==> src/rtl/multicycle_sequencer_if.sv <==
// multicycle_sequencer_if: control, handshake and strobe bundle between the sequencer and the datapath/memories
interface multicycle_sequencer_if #(parameter int COUNT_WIDTH = 32);
  logic start, stop, branch_taken, im_ready, dm_ready;
  logic [6:0] op_code;
  logic im_read_en, ir_load_en, dm_read_en, dm_write_en, rf_write_en, pc_write_en, pc_src;
  logic [1:0] wb_sel;
  logic busy, halted, illegal_op;
  logic [COUNT_WIDTH-1:0] instr_count;
  modport master (
    input  start, stop, op_code, branch_taken, im_ready, dm_ready,
    output im_read_en, ir_load_en, dm_read_en, dm_write_en, rf_write_en, pc_write_en, pc_src,
    output wb_sel, busy, halted, illegal_op, instr_count
  );
  modport slave (
    output start, stop, op_code, branch_taken, im_ready, dm_ready,
    input  im_read_en, ir_load_en, dm_read_en, dm_write_en, rf_write_en, pc_write_en, pc_src,
    input  wb_sel, busy, halted, illegal_op, instr_count
  );
endinterface

==> src/rtl/multicycle_sequencer.sv <==
// multicycle_sequencer: RV64 multicycle control FSM sequencing fetch/decode/execute/memory/writeback and counting retirements
module multicycle_sequencer #(parameter int COUNT_WIDTH = 32) (
  input logic clk,
  input logic rst_n,
  multicycle_sequencer_if.master bus
);
  typedef enum logic [2:0] {IDLE, FETCH, DECODE, EXECUTE, MEMORY, WRITEBACK, HALT} state_t;
  state_t state, state_next, after;
  logic is_alu, is_load, is_store, is_branch, is_jump, is_sys, legal, pc_write, illegal;
  logic [COUNT_WIDTH-1:0] count;
  assign is_alu    = bus.op_code inside {7'b0110011, 7'b0010011, 7'b0110111, 7'b0010111};
  assign is_load   = bus.op_code == 7'b0000011;
  assign is_store  = bus.op_code == 7'b0100011;
  assign is_branch = bus.op_code == 7'b1100011;
  assign is_jump   = bus.op_code inside {7'b1101111, 7'b1100111};
  assign is_sys    = bus.op_code == 7'b1110011;
  assign legal     = is_alu | is_load | is_store | is_branch | is_jump | is_sys;
  // every retirement is an instruction boundary; stop is honoured only here
  assign after     = bus.stop ? IDLE : FETCH;
  always_comb begin
    state_next      = state;
    bus.im_read_en  = 1'b0;
    bus.ir_load_en  = 1'b0;
    bus.dm_read_en  = 1'b0;
    bus.dm_write_en = 1'b0;
    bus.rf_write_en = 1'b0;
    pc_write        = 1'b0;
    bus.pc_src      = 1'b0;
    bus.wb_sel      = 2'b00;
    case (state)
      IDLE: state_next = (bus.start && !bus.stop) ? FETCH : IDLE;
      FETCH: begin
        bus.im_read_en = 1'b1;
        bus.ir_load_en = bus.im_ready;
        state_next     = bus.im_ready ? DECODE : FETCH;
      end
      DECODE: state_next = (is_sys || !legal) ? HALT : EXECUTE;
      EXECUTE: begin
        pc_write   = is_branch;
        bus.pc_src = is_branch && bus.branch_taken;
        state_next = is_branch ? after : (is_load || is_store) ? MEMORY : WRITEBACK;
      end
      MEMORY: begin
        bus.dm_read_en  = is_load;
        bus.dm_write_en = is_store;
        pc_write        = is_store && bus.dm_ready;
        state_next      = !bus.dm_ready ? MEMORY : is_store ? after : WRITEBACK;
      end
      WRITEBACK: begin
        bus.rf_write_en = 1'b1;
        pc_write        = 1'b1;
        bus.pc_src      = is_jump;
        bus.wb_sel      = is_jump ? 2'b10 : is_load ? 2'b01 : 2'b00;
        state_next      = after;
      end
      default: state_next = state;
    endcase
  end
  always_ff @(posedge clk or negedge rst_n)
    if (!rst_n) begin
      state   <= IDLE;
      illegal <= 1'b0;
      count   <= '0;
    end else begin
      state <= state_next;
      if (state == DECODE && !legal) illegal <= 1'b1;
      if (pc_write) count <= count + 1'b1;
    end
  assign bus.pc_write_en = pc_write;
  assign bus.busy        = state != IDLE && state != HALT;
  assign bus.halted      = state == HALT;
  assign bus.illegal_op  = illegal;
  assign bus.instr_count = count;
endmodule

==> src/flat_wrapper.sv <==
// flat-port wrapper written by rule: the top's interface ports become plain ports
module multicycle_sequencer_flat 
#(parameter int COUNT_WIDTH = 32)
  (clk, rst_n, bus_start, bus_stop, bus_op_code, bus_branch_taken, bus_im_ready, bus_dm_ready, bus_im_read_en, bus_ir_load_en, bus_dm_read_en, bus_dm_write_en, bus_rf_write_en, bus_pc_write_en, bus_pc_src, bus_wb_sel, bus_busy, bus_halted, bus_illegal_op, bus_instr_count);
  multicycle_sequencer_if #(.COUNT_WIDTH(COUNT_WIDTH)) bus_i ();
  input logic clk;
  input logic rst_n;
  input wire logic [$bits(bus_i.start)-1:0] bus_start;
  input wire logic [$bits(bus_i.stop)-1:0] bus_stop;
  input wire logic [$bits(bus_i.op_code)-1:0] bus_op_code;
  input wire logic [$bits(bus_i.branch_taken)-1:0] bus_branch_taken;
  input wire logic [$bits(bus_i.im_ready)-1:0] bus_im_ready;
  input wire logic [$bits(bus_i.dm_ready)-1:0] bus_dm_ready;
  output wire logic [$bits(bus_i.im_read_en)-1:0] bus_im_read_en;
  output wire logic [$bits(bus_i.ir_load_en)-1:0] bus_ir_load_en;
  output wire logic [$bits(bus_i.dm_read_en)-1:0] bus_dm_read_en;
  output wire logic [$bits(bus_i.dm_write_en)-1:0] bus_dm_write_en;
  output wire logic [$bits(bus_i.rf_write_en)-1:0] bus_rf_write_en;
  output wire logic [$bits(bus_i.pc_write_en)-1:0] bus_pc_write_en;
  output wire logic [$bits(bus_i.pc_src)-1:0] bus_pc_src;
  output wire logic [$bits(bus_i.wb_sel)-1:0] bus_wb_sel;
  output wire logic [$bits(bus_i.busy)-1:0] bus_busy;
  output wire logic [$bits(bus_i.halted)-1:0] bus_halted;
  output wire logic [$bits(bus_i.illegal_op)-1:0] bus_illegal_op;
  output wire logic [$bits(bus_i.instr_count)-1:0] bus_instr_count;
  assign bus_i.start = bus_start;
  assign bus_i.stop = bus_stop;
  assign bus_i.op_code = bus_op_code;
  assign bus_i.branch_taken = bus_branch_taken;
  assign bus_i.im_ready = bus_im_ready;
  assign bus_i.dm_ready = bus_dm_ready;
  assign bus_im_read_en = bus_i.im_read_en;
  assign bus_ir_load_en = bus_i.ir_load_en;
  assign bus_dm_read_en = bus_i.dm_read_en;
  assign bus_dm_write_en = bus_i.dm_write_en;
  assign bus_rf_write_en = bus_i.rf_write_en;
  assign bus_pc_write_en = bus_i.pc_write_en;
  assign bus_pc_src = bus_i.pc_src;
  assign bus_wb_sel = bus_i.wb_sel;
  assign bus_busy = bus_i.busy;
  assign bus_halted = bus_i.halted;
  assign bus_illegal_op = bus_i.illegal_op;
  assign bus_instr_count = bus_i.instr_count;
  multicycle_sequencer #(.COUNT_WIDTH(COUNT_WIDTH)) u_core (.clk(clk), .rst_n(rst_n), .bus(bus_i));
endmodule
==> config.mk <==
export PLATFORM = sky130hd
export DESIGN_NAME = multicycle_sequencer_flat
export DESIGN_NICKNAME = d
export VERILOG_FILES = /design/src/rtl/multicycle_sequencer_if.sv /design/src/rtl/multicycle_sequencer.sv /design/src/flat_wrapper.sv
export SDC_FILE = /design/constraint.sdc
export NUM_CORES = 1
export LEC_CHECK = 0
export ABC_AREA = 1
export CORE_MARGIN = 2
export CORE_UTILIZATION = 30
export DETAILED_ROUTE_END_ITERATION = 16
export GPL_TIMING_DRIVEN = 0
export PLACE_DENSITY_LB_ADDON = 0.12
export SLEW_MARGIN = 5
export SYNTH_ARGS = -nofsm -noshare
export SYNTH_HDL_FRONTEND = slang
export SYNTH_SLANG_ARGS = --single-unit
==> constraint.sdc <==
create_clock -name clk -period 3.3 [get_ports clk]
set_input_delay 0.66 -clock clk [delete_from_list [all_inputs] [get_ports clk]]
set_output_delay 0.66 -clock clk [all_outputs]
set_load 0.01 [all_outputs]
==> results of run 1 <==
==> cell usage in the layout, fill, tap and decap left out, types with 6 or more instances in the layout <==
cell type        synthesis  routed
dfrtp_1                 36      36
clkbuf_8                 0       6
nand2_1                204     204
xor2_1                  11      11
buf_4                    2       7
nand3_1                 17      16
inv_1                   32      32
nor2_1                  62      61
clkdlybuf4s50_1          0      54
nand3b_1                11      11
==> cell families after synthesis <==
group                    after synthesis  synth area share
adder cells (fa/ha/maj)                3            0.0143
flip-flops                            36             0.344
XOR/XNOR                              16            0.0535
AND/OR/NAND/NOR                      310             0.484
AO/OA/AOI/OAI                         12            0.0320
buffers and inverters                 40            0.0721
==> per-stage QoR <==
| step | utilization | cells |
|---|---|---|
| floorplan | - | 417 |
| global placement | 0.387 | 582 |
| detailed placement | 0.387 | 582 |
| CTS | 0.397 | 589 |
| global route | 0.404 | 595 |
| finish | 0.404 | 595 |
==> final cells by class <==
| type | instances | area share |
|---|---|---|
| buffer | 5 | 0.0152 |
| sequential | 36 | 0.260 |
| clock buffer | 8 | 0.0260 |
| multi-input combinational | 341 | 0.444 |
| tap | 108 | 0.0390 |
| timing repair buffer | 63 | 0.177 |
| inverter | 34 | 0.0390 |
==> registers in the layout, summed over array words and instances, names as in the netlist <==
register                count
u_core.bus.instr_count     32
u_core.bus.illegal_op       1
u_core.state                3
==> layer usage <==
layer  up-vias  global-route usage  share of wire  routed length (um)
li1       1424                   -              -                   -
met1      1145               0.228           0.51                3700
met2        54               0.243           0.44                3210
met3         6              0.0302          0.040                 289
met4         0              0.0556          0.012                  85
met5         -                   0              0                   0
==> report_power, final <==
part	total [uW]	internal (uW)	switching (uW)
combinational	38.7	17.2	21.5
sequential	441	441	0
clock	326	170	155
total	805	629	177
==> how the worst max path moves through the flow <==
stage | depth (start not counted) | slack [ns] | to | from
after floorplan | 10 | 1.08 | bus_pc_write_en | bus_op_code[2]
after global placement | 11 | -0.12 | bus_pc_write_en | bus_op_code[6]
after detailed placement | 11 | -0.12 | bus_pc_write_en | bus_op_code[1]
after CTS | 10 | 0.07 | bus_pc_write_en | bus_op_code[1]
after global routing | 9 | 0.06 | bus_wb_sel[0] | bus_op_code[3]
final | 9 | 0.18 | bus_wb_sel[0] | bus_op_code[3]
==> critical path: stages <==
cell	delay (ns)
clkdlybuf4s50_1	0.45
inv_1	0.07
nand2_1	0.08
nor2_4	0.18
buf_4	0.14
buf_4	0.09
nand3b_1	0.09
nor3_1	0.14
clkdlybuf4s50_1	0.56
==> timing repair <==
action | 4_1_cts | 5_1_grt
resized for setup | 1 | 5
endpoints found under the setup margin | 1 | 1
endpoints found under the hold margin | 0 | 0
buffers inserted | 0 | 6
pin swaps | 0 | 1
==> metrics.txt, run 1 <==
synthesized net count around 430; vias per cell around 4.4; most frequent cells after synthesis nand2_1 (204), nor2_1 (62), dfrtp_1 (36); fmax 0.320 GHz; Worst-Skew Late Latency between 0.2 and 0.3 ns; initial DRC count roughly 110; critical path arrival around 2.5 ns; final instance area 3470 um^2; Die Y around 97 um; PortBufs 57; Worst setup EP type output pin; Site Rows 34; Clock Sinks 36; Worst IR Drop VDD slightly above 100 uV; share of layout cells above drive strength 1 0.0698; syn_area_per_cell 6.29 um^2; detailed-route via count around 2.6k; setup violators final 0; initial core utilization 0.305; placer congestion estimate approximately 0.89; Syn Std Cell Area 2620 um^2; leading area contributor after synthesis dfrtp_1; DR DRC count 0; worst flop-to-flop path startpoint u_core.bus.instr_count[0]; CTS tree done; most numerous cell in the Yosys netlist nand2_1; register-to-register setup slack approximately 1.3 ns; CP required between 2 and 3 ns; Post-Synthesis Cells about 420; top_reg_cell synth dfrtp_1; Final Hold Fails 0; worst min path class in -> async; storage element area 901 um^2; critical path class in -> out; vias in the first global route about 2.5k; post-detail-place hpwl between 5 and 6 mm; Setup TNS 0 ns; core footprint 8590 um^2; 1st-pass router iterations 5; Post-Route WL between 7 and 8 mm; post-synth top area share 0.344; Diodes inserted 0; setup ws final 0.177 ns; Post-DRT Antenna Nets 0; Slew HR 0.464; hold buffers post-CTS 0; global-route wire length before repair about 12 mm; RR Endpoint u_core.bus.instr_count[28]; Worst Reg-to-Reg Cells 10; Die ar. about 9500 um^2; final net count ~500; final worst path period need 3.12 ns; RSZ-0062 raised after global routing no; sequential cell area fraction in the yosys report 0.344; placed inst area about 3300 um^2; initial antenna violation count 0; maxcap violations 0; async set-or-reset flop fraction in the synthesized netlist 1.00; Root Driver clkbuf_8; layout filler cell count ~970; CP startpoint kind input pin; static leakage 0.00162 uW; Bufs on Longest Clock Path 2; CTS buffer count 5; synth-to-layout area growth 32.3%; number of synthesized register bits 36; status finished, final reports clean; WHS between 0.4 and 0.5 ns; worst-path fanout max 5; grt total ovfl 0; library cells used by synthesis 25; total power roughly 810 uW; largest net degree at the start of global routing 37; Pwr Density 232 nW/um^2; Slew @ Worst Pin a little over 0.8 ns; GRT Total Usage 0.160; area of the multi-input gates between 1500 and 2000 um^2; Final Cycle Share 0.947; number of flops mapped to enable cells by yosys 0; Pins Over Slew Limit 0; WL/cell ~12 um; top cells by area, synth dfrtp_1 (34%), nand2_1 (29%), nor2_1 (8.9%); # IOs 58; Die X roughly 100 um; clk_skew 0.00351 ns; Synth Warn # 0; Worst-path clk slew about 0.07 ns; H-Tree Depth 2; DP Worst Slack -0.119 ns
No activity file was read; power rests on OpenSTA's default activity.
==> run 2: changes to the inputs <==
--- a/config.mk
+++ b/config.mk
@@ -11,6 +11,7 @@
 export DETAILED_ROUTE_END_ITERATION = 16
 export GPL_TIMING_DRIVEN = 0
 export PLACE_DENSITY_LB_ADDON = 0.12
+export SKIP_LAST_GASP = 1
 export SLEW_MARGIN = 5
 export SYNTH_ARGS = -nofsm -noshare
 export SYNTH_HDL_FRONTEND = slang
==> results of run 2 <==
No change in the layout: final DEF, timing and power equal those of run 1.
==> RTL change, RTL diff (settings of run 1) <==
Reset style: synchronous (`rst_n`), changed in one clocked block.
--- a/src/rtl/multicycle_sequencer.sv
+++ b/src/rtl/multicycle_sequencer.sv
@@ -58,3 +58,3 @@
   end
-  always_ff @(posedge clk or negedge rst_n)
+  always_ff @(posedge clk)
     if (!rst_n) begin
Formal check against the unedited RTL: differs if rst_n is asserted again (counterexample within 4 cycles, from zero or initial values and one cycle with rst_n low); with rst_n held inactive, the same outputs for 10 cycles.
==> RTL change against run 1 <==
- non-clock buffer count fell by 2
- critical path type unchanged
- sequential cell count stayed put
- count of clock-buffer cells in the layout is 2 lower
- power down 2.7%
- critical endpoint is now bus_pc_write_en
- routed wire length is 3.1% higher
- final area down 3.2%
- clock power decreased by 8.3%
- synthesized area fell by 1.7%
- worst setup slack improved by 9.2 ps
- highest routed layer unchanged
==> RTL change: results <==
yosys:
  synth_area_leaders: "dfxtp_1, nand2_1, nor2_1"
  synth_compound_area_frac: 0.0894
  ys_types: 29
  async_flop_share: 0
  yosysSeqAreaShare: 0.280
  synth_xor_area_frac: 0.0510
  synth_mux_area_frac: 0
  synth-main-ff-cell: "dfxtp_1"
  synthAdderAreaFrac: 0.0146
  synth_fp_nets: 450
  netlist_instances: 433
  synth_commonest_cells: "nand2_1, nor2_1, dfxtp_1"
cells_and_area:
  layout.nets: 514
  layout.cells.non_filler: 602
  drive_gt1_frac: 0.0644
  largest_reg_flops: 32
global_route:
  grt_pass1_vias: 2531
  grt_util_met2: 0.253
  grt_usage: 0.155
  grt_pass1_wl_um: 12000
  grt_max_degree: 11
  met1_usage: 0.217
  use_met3: 0.0289
pwr:
  swShare: 0.233
  clock_power_share: 0.382
  pg_comb_uw: 49.1
  cellLeakagePower_nw: 1.22
  power_clock_uw: 299
  ir_drop_uv: 145
worst_setup_path:
  regToRegSetupSlack_ps: 1290
  crit_family: "buffers and inverters"
  worst-endpoint-arrival_ps: 2450
  critical_path.startpoint: "bus_op_code[1]"
  regToRegEndpoint: "u_core.bus.instr_count[28]$_SDFFE_PN0P_"
  rr_startpoint: "u_core.bus.instr_count[0]$_SDFFE_PN0P_"
  max_stage_delay_ps: 490
  cp_max_fo: 10
  cp-endpoint: "bus_pc_write_en"
  reg2reg_depth: 10
placement:
  hpwlAfterDp_um: 6020
  io_buffers: 57
  dpl_worst_slack_ps: -89.3
  gp_congestion: 0.881
  dpl_cell_area_um2: 3280
cts:
  clk_pin_slew_ps: 70
  ctsHtreeMaxLevel: 2
sta:
  tightest_slew_ps: 732
  fin_crit_sh: 0.944
  holdWs_ps: 489
  clock_skew_ps: 7.72
min_path:
  hold_depth: 2
  hp-class: "reg -> reg"
routing:
  dr_wl_met3_um: 328
  met2WireLength_um: 3280
  drtIter0Drc: 168
  wirelength_um: 7500
  drt-met1-wl_um: 3840
  vias_per_cell: 4.63
run_status:
  status: "finished, final reports clean"
==> RTL change: changes by cell type in the layout (fill, tap and decap cells not counted), moves of 4 or more <==
cell and change:
nand2_1 -32, nor2_1 +11, nand3_1 +6, a21oi_2 +6
buf_4 -4, dfrtp_1 -36, a21oi_1 +27, dfxtp_1 +36
==> RTL change: final cells by class <==
type	instances	area, um^2
Tap cell	105	131
Clock inverter	1	5.00
Sequential cell	36	721
Timing Repair Buffer	57	569
Buffer	9	61.3
Multi-Input combinational cell	356	1670
Fill cell	924	4900
Clock buffer	6	72.6
Inverter	32	123
==> RTL change: what timing repair did <==
action / in CTS / in global routing
setup buffers: 0 / 0
resized for setup: 2 / 0
endpoints found under the setup margin: 1 / 0
==> RTL change: worst min-delay path: cells and delay by family, from the launching register on <==
family	cells	cell delay, ps
AND/OR/NAND/NOR	1	70
flip-flops	1	340
AO/OA/AOI/OAI	1	50
